--- src/rtl/ps2_host_tx.sv ---
`default_nettype none
// +----------------------------------------------------------------------------+
// | Module   : ps2_host_tx                                                     |
// | Purpose  : PS/2 host-to-device command transmitter (open-collector OEs).   |
// | Option   : PS2_TX_TIMEOUT_EN enables the device-clock watchdog.            |
// | Revision : 1.0 - initial release                                           |
// +----------------------------------------------------------------------------+
module ps2_host_tx #(
  parameter int INHIBIT_CYCLES = 12000,
  parameter int FILTER_LEN     = 8,
  parameter int TIMEOUT_CYCLES = 2000000
) (
  input  logic       clk,
  input  logic       rst,
  input  logic       wr_ps2,
  input  logic [7:0] din,
  input  logic       ps2c_in,
  input  logic       ps2d_in,
  output logic       ps2c_oe,
  output logic       ps2d_oe,
  output logic       tx_idle,
  output logic       tx_done_tick,
  output logic       ack_err
);

  localparam logic [2:0] ST_IDLE  = 3'd0;
  localparam logic [2:0] ST_RTS   = 3'd1;
  localparam logic [2:0] ST_START = 3'd2;
  localparam logic [2:0] ST_DATA  = 3'd3;
  localparam logic [2:0] ST_STOP  = 3'd4;
  localparam logic [2:0] ST_ACK   = 3'd5;
  localparam logic [2:0] ST_WAIT  = 3'd6;

  localparam int CNT_W = $clog2(INHIBIT_CYCLES + 1);

  logic [1:0]            r_c_sync;
  logic [1:0]            r_d_sync;
  logic [FILTER_LEN-1:0] r_c_shift;
  logic                  r_c_filt;
  logic                  r_fall;

  logic [2:0]            r_state;
  logic [2:0]            w_state_nx;
  logic [8:0]            r_shreg;
  logic [8:0]            w_shreg_nx;
  logic [3:0]            r_bitcnt;
  logic [3:0]            w_bitcnt_nx;
  logic [CNT_W-1:0]      r_cnt;
  logic [CNT_W-1:0]      w_cnt_nx;
  logic                  w_c_oe_nx;
  logic                  w_d_oe_nx;
  logic                  w_done_nx;
  logic                  w_err_nx;
  logic                  w_rts_last;
  logic                  w_released;
  logic                  w_timeout;

  // Idle bus is high, so the conditioning chain resets to 1 to avoid a spurious fall.
  always_ff @(posedge clk or negedge rst) begin
    if (!rst) begin
      r_c_sync  <= 2'b11;
      r_d_sync  <= 2'b11;
      r_c_shift <= '1;
      r_c_filt  <= 1'b1;
      r_fall    <= 1'b0;
    end else begin
      r_c_sync  <= {r_c_sync[0], ps2c_in};
      r_d_sync  <= {r_d_sync[0], ps2d_in};
      r_c_shift <= {r_c_shift[FILTER_LEN-2:0], r_c_sync[1]};
      r_fall    <= 1'b0;
      if (r_c_shift == '1) begin
        r_c_filt <= 1'b1;
      end else if (r_c_shift == '0) begin
        r_c_filt <= 1'b0;
        r_fall   <= r_c_filt;
      end
    end
  end

  assign w_rts_last = (r_cnt == CNT_W'(INHIBIT_CYCLES - 1));
  assign w_released = r_c_sync[1] & r_d_sync[1];

`ifdef PS2_TX_TIMEOUT_EN
  localparam int WD_W = $clog2(TIMEOUT_CYCLES + 1);
  logic [WD_W-1:0] r_wdog;
  logic            w_wd_active;

  assign w_wd_active = (r_state == ST_START) || (r_state == ST_DATA) || (r_state == ST_STOP) ||
                       (r_state == ST_ACK)   || (r_state == ST_WAIT);

  // Held at zero until START, so the count starts fresh on START entry.
  always_ff @(posedge clk or negedge rst) begin
    if (!rst) begin
      r_wdog <= '0;
    end else if (!w_wd_active || r_fall) begin
      r_wdog <= '0;
    end else begin
      r_wdog <= r_wdog + 1'b1;
    end
  end

  assign w_timeout = w_wd_active && (r_wdog == WD_W'(TIMEOUT_CYCLES - 1));
`else
  logic w_unused_timeout;
  assign w_unused_timeout = (TIMEOUT_CYCLES == 0);
  assign w_timeout        = 1'b0;
`endif

  always_ff @(posedge clk or negedge rst) begin
    if (!rst) begin
      r_state <= ST_IDLE;
    end else begin
      r_state <= w_state_nx;
    end
  end

  always_comb begin
    w_state_nx = r_state;
    case (r_state)
      ST_IDLE:  if (wr_ps2) w_state_nx = ST_RTS;
      ST_RTS:   if (w_rts_last) w_state_nx = ST_START;
      ST_START: if (r_fall) w_state_nx = ST_DATA;
      ST_DATA:  if (r_fall && (r_bitcnt == 4'd0)) w_state_nx = ST_STOP;
      ST_STOP:  if (r_fall) w_state_nx = ST_ACK;
      ST_ACK:   w_state_nx = ST_WAIT;
      ST_WAIT:  if (w_released) w_state_nx = ST_IDLE;
      default:  w_state_nx = ST_IDLE;
    endcase
    if (w_timeout) w_state_nx = ST_IDLE;
  end

  // Data line only changes on fall ticks, while the device holds its clock low.
  always_comb begin
    w_c_oe_nx   = ps2c_oe;
    w_d_oe_nx   = ps2d_oe;
    w_shreg_nx  = r_shreg;
    w_bitcnt_nx = r_bitcnt;
    w_cnt_nx    = r_cnt;
    w_done_nx   = 1'b0;
    w_err_nx    = ack_err;
    case (r_state)
      ST_IDLE: begin
        if (wr_ps2) begin
          w_shreg_nx = {~^din, din};
          w_err_nx   = 1'b0;
          w_c_oe_nx  = 1'b1;
          w_d_oe_nx  = 1'b0;
          w_cnt_nx   = '0;
        end
      end
      ST_RTS: begin
        w_cnt_nx = r_cnt + 1'b1;
        if (w_rts_last) begin
          w_c_oe_nx = 1'b0;
          w_d_oe_nx = 1'b1;
        end
      end
      ST_START: begin
        if (r_fall) begin
          w_d_oe_nx   = ~r_shreg[0];
          w_shreg_nx  = {1'b0, r_shreg[8:1]};
          w_bitcnt_nx = 4'd8;
        end
      end
      ST_DATA: begin
        if (r_fall) begin
          if (r_bitcnt == 4'd0) begin
            w_d_oe_nx = 1'b0;
          end else begin
            w_d_oe_nx   = ~r_shreg[0];
            w_shreg_nx  = {1'b0, r_shreg[8:1]};
            w_bitcnt_nx = r_bitcnt - 4'd1;
          end
        end
      end
      ST_STOP: begin
        w_d_oe_nx = 1'b0;
      end
      ST_ACK: begin
        if (r_d_sync[1]) w_err_nx = 1'b1;
      end
      ST_WAIT: begin
        if (w_released) w_done_nx = 1'b1;
      end
      default: begin
        w_c_oe_nx = 1'b0;
        w_d_oe_nx = 1'b0;
      end
    endcase
    if (w_timeout) begin
      w_c_oe_nx = 1'b0;
      w_d_oe_nx = 1'b0;
      w_err_nx  = 1'b1;
      w_done_nx = 1'b1;
    end
  end

  always_ff @(posedge clk or negedge rst) begin
    if (!rst) begin
      ps2c_oe      <= 1'b0;
      ps2d_oe      <= 1'b0;
      tx_idle      <= 1'b1;
      tx_done_tick <= 1'b0;
      ack_err      <= 1'b0;
      r_shreg      <= '0;
      r_bitcnt     <= '0;
      r_cnt        <= '0;
    end else begin
      ps2c_oe      <= w_c_oe_nx;
      ps2d_oe      <= w_d_oe_nx;
      tx_idle      <= (w_state_nx == ST_IDLE);
      tx_done_tick <= w_done_nx;
      ack_err      <= w_err_nx;
      r_shreg      <= w_shreg_nx;
      r_bitcnt     <= w_bitcnt_nx;
      r_cnt        <= w_cnt_nx;
    end
  end

endmodule
`default_nettype wire

--- config.mk ---
export PLATFORM = sky130hd
export DESIGN_NAME = ps2_host_tx
export DESIGN_NICKNAME = d
export VERILOG_FILES = /design/src/rtl/ps2_host_tx.sv
export SDC_FILE = /design/constraint.sdc
export NUM_CORES = 1
export LEC_CHECK = 0
export ABC_CLOCK_PERIOD_IN_PS = 1650
export BUFFER_PORTS_ARGS = -buffer_cell sky130_fd_sc_hd__buf_2
export CORE_MARGIN = 5
export CORE_UTILIZATION = 53
export DETAILED_ROUTE_END_ITERATION = 16
export GPL_ROUTABILITY_DRIVEN = 0
export PLACE_DENSITY = 0.7
export SLEW_MARGIN = 30
export SYNTH_ARGS = -nofsm -noshare
export SYNTH_HDL_FRONTEND = slang
export SYNTH_SLANG_ARGS = --single-unit
--- constraint.sdc ---
create_clock -name clk -period 1.65 [get_ports clk]
set_input_delay 0.33 -clock clk [delete_from_list [all_inputs] [get_ports clk]]
set_output_delay 0.33 -clock clk [all_outputs]
set_load 0.02 [all_outputs]
==> flow_summary_export.csv <==
group,metric,value,unit
yosys,synthArstFlopShare,1.00,
floorplan,die_w,77.0,um
detailed_routing,vias,1742,
yosys,synth.area.top_cells,"dfrtp_1, dfstp_2, mux2_2, mux2i_1, nand2_1",
detailed_routing,wirelength,4420,um
sta,tightest_slew,0.308,ns
clocking,clock-sinks,49,
yosys,synthSimpleGateAreaFrac,0.169,
sta,max_freq,615,MHz
sta,final.min_clock_period,1.63,ns
critical_path,start_kind,"register",
sta,slew_violations,0,
yosys,synth_cells,216,
yosys,synth_edf_count,0,
detailed_routing,vias_per_cell,5.53,
clocking,h-tree-depth,2,
placed_design,place_area,2750,sq um
sta,setup_viol,0,
floorplan,dieArea,5930,sq um
critical_path,ff2ff_setup_slack,0.02,ns
grt,antenna_found_initial,0,
detailed_routing,drt_first_pass_iters,4,
pwr,worst_ir_drop_vdd,556,uV
critical_path,required,1.84,ns
critical_path,path_buf_inv,2,
yosys,seq_area_frac_synth,0.523,
detailed_routing,ant_nets,0,
floorplan,start_util,0.547,
yosys,ys_ff_latch,49,
floorplan,die_h,77.0,um
grt,grt_max_degree,50,
yosys,synthAdderAreaFrac,0.0158,
detailed_routing,post_drt_wl_per_cell,14.0,um
finish,fillCellCount,337,
yosys,synth_compound_area_frac,0.113,
critical_path,max_stage_delay,0.37,ns
flow_run,drv_cap,0,
critical_path,cp_top_family,"flip-flops",
finish,area_delta_synth_final,22.1,%
floorplan,ios,18,
yosys,synth_xor_area_frac,0.0258,
sta,rsz0062_at_grt,"true",
sta,slew_headroom,0.793,
hold_path,hp-class,"primary input to register",
floorplan,coreArea,4350,sq um
finish,finalInstanceArea,2910,sq um
finish,layout-drive-gt1-share,0.380,
critical_path,crit_arrival,1.82,ns
clocking,clk_latency,0.30,ns
sta,finalHoldViolCount,0,
critical_path,critPathSlowestCell,"dfrtp_1",
sta,fin_setup_tns,0,ns
yosys,synth_nets,232,
yosys,yosys.area.top_type,"dfrtp_1",
detailed_routing,post-route-drc-count,0,
yosys,yosysMostFrequentCell,"dfrtp_1",
clocking,path_clk_slew,0.09,ns
placed_design,hpwl,3030,um
yosys,yosysTopAreaCellShare,0.368,
grt,grt_pass1_vias,1760,
placed_design,numPortBuffers,17,
critical_path,end_kind,"register",
floorplan,rows,24,
yosys,synth_ff_type,"dfrtp_1",
grt,grtUsageTotal,0.165,
clocking,clockBufferDepth,2,
pwr,leakagePower,0.00134,uW
yosys,synth_cell_types,45,
critical_path,worstPathCellList,"inv_2 -> ha_4 -> nor3b_4 -> a21o_1 -> a21oi_4 -> buf_12 -> mux2_4",
clocking,cts_tree,"built",
clocking,cts_buffers,5,
yosys,synth_warnings,0,
finish,nets,278,
sta,skew,0.00575,ns
critical_path,critical_path_class,"register to register",
yosys,synth_top_family_by_area,"simple AND/OR/NAND/NOR gates",
grt,grt_pass1_wl,8070,um
finish,diodes,0,
yosys,syn_area,2380,sq um
pwr,power_density,721,nW/um^2
yosys,synth_area_per_cell,11.0,sq um
run_status,status,"finished clean",
finish,multiInputGateArea,1130,sq um
detailed_routing,first_iter_violations,56,
clocking,cts_root_buf,"clkbuf_8",
yosys,synthMuxAreaShare,0.123,
yosys,ys_top_cells_by_count,"dfrtp_1, nand2_1, mux2_2",
grt,globalRouteOverflowTotal,0,
critical_path,cp_max_fo,9,
sta,timing.final.crit_share,0.985,
finish,seqCellArea,1250,sq um
[layout make-up]
cell class	count	share of cell area
Inverter	7	0.00904
Sequential cell	49	0.429
Timing Repair Buffer	48	0.119
Tap cell	52	0.0224
Clock inverter	2	0.00474
Clock buffer	6	0.0284
Multi-Input combinational cell	151	0.387
[per-layer routing]
metal	track usage	up-vias	wire length (um)	share of wire
met3	0.0433	6	162	0.037
met1	0.234	835	2220	0.50
met4	0.0515	0	68	0.015
met2	0.246	28	1970	0.45
li1	-	873	-	-
met5	0	-	0	0
[where the power goes]
part	internal (uW)	total [uW]	switching, uW
combinational	50.1	104	54.1
clock	340	742	402
sequential	1240	1250	12.6
total	1630	2100	469
[final timing paths]
| path | startpoint | endpoint | cells past startpoint |
|---|---|---|---|
| worst max-delay path | r_bitcnt[1]$_DFFE_PN0P_ | r_shreg[1]$_DFFE_PN0P_ | 7 |
| worst min-delay path | ps2c_in | r_c_sync[0]$_DFF_PN1_ | 1 |
| worst max register to register | r_bitcnt[1]$_DFFE_PN0P_ | r_shreg[1]$_DFFE_PN0P_ | 7 |
| worst min register to register | r_d_sync[0]$_DFF_PN1_ | r_d_sync[1]$_DFF_PN1_ | 0 |
| max in group asynchronous | rst | r_c_shift[0]$_DFF_PN1_ | 3 |
| min in group asynchronous | rst | r_cnt[3]$_DFFE_PN0P_ | 3 |
[metrics by stage]
stage               total power [uW]  setup WS, ns  hold slack [ns]  std cells   util
detailed placement              1380        0.0397            0.335        303  0.631
global placement                1380        0.0469            0.336        303  0.631
finish                          2100        0.0246            0.120        315  0.668
floorplan                       1320       -0.0345           0.0344        216      -
global route                    2190       -0.0365           0.0998        315  0.668
CTS                             2110       0.00967            0.110        312  0.656
[layout by cell type, fill, tap and decap left out, drive strengths merged, types with 3 or more instances in the layout]
cell / netlist / final
and3: 5 / 5
buf: 8 / 47
nand2b: 5 / 5
o21ai: 17 / 17
inv: 7 / 7
xnor2: 6 / 6
nor2: 5 / 5
nor4: 3 / 3
a22o: 4 / 4
dfstp: 14 / 14
clkbuf: 1 / 6
nand3: 6 / 6
a21oi: 7 / 7
mux2i: 10 / 10
and2: 3 / 3
nand4: 7 / 7
mux2: 17 / 17
ha: 3 / 3
and4: 3 / 3
nand2: 24 / 24
dfrtp: 35 / 35
a31oi: 4 / 4
[flip-flops by register name, summed over array words and instances (netlist names)]
register and count:
ack_err 1, ps2c_oe 1, ps2d_oe 1, r_bitcnt 4, r_c_filt 1, r_c_shift 8
r_c_sync 2, r_cnt 14, r_d_sync 2, r_fall 1, r_shreg 9, r_state 3
tx_done_tick 1, tx_idle 1
[logic make-up (layout without fill, tap and decap cells)]
kind of cell | count (synthesis) | in the layout
multiplexers | 27 | 27
buffers and inverters | 16 | 63
AO/OA/AOI/OAI | 42 | 42
flip-flops | 49 | 49
XOR/XNOR | 7 | 7
adder cells (fa/ha/maj) | 3 | 3
AND/OR/NAND/NOR | 72 | 72
[what timing repair did]
action                                  4_1_cts  5_1_grt
buffers inserted                              0        3
endpoints found under the hold margin         2        0
endpoints found under the setup margin        0       25
resized for setup                             0        9
hold buffers                                  1        0
(Power assumes the default switching activity.)
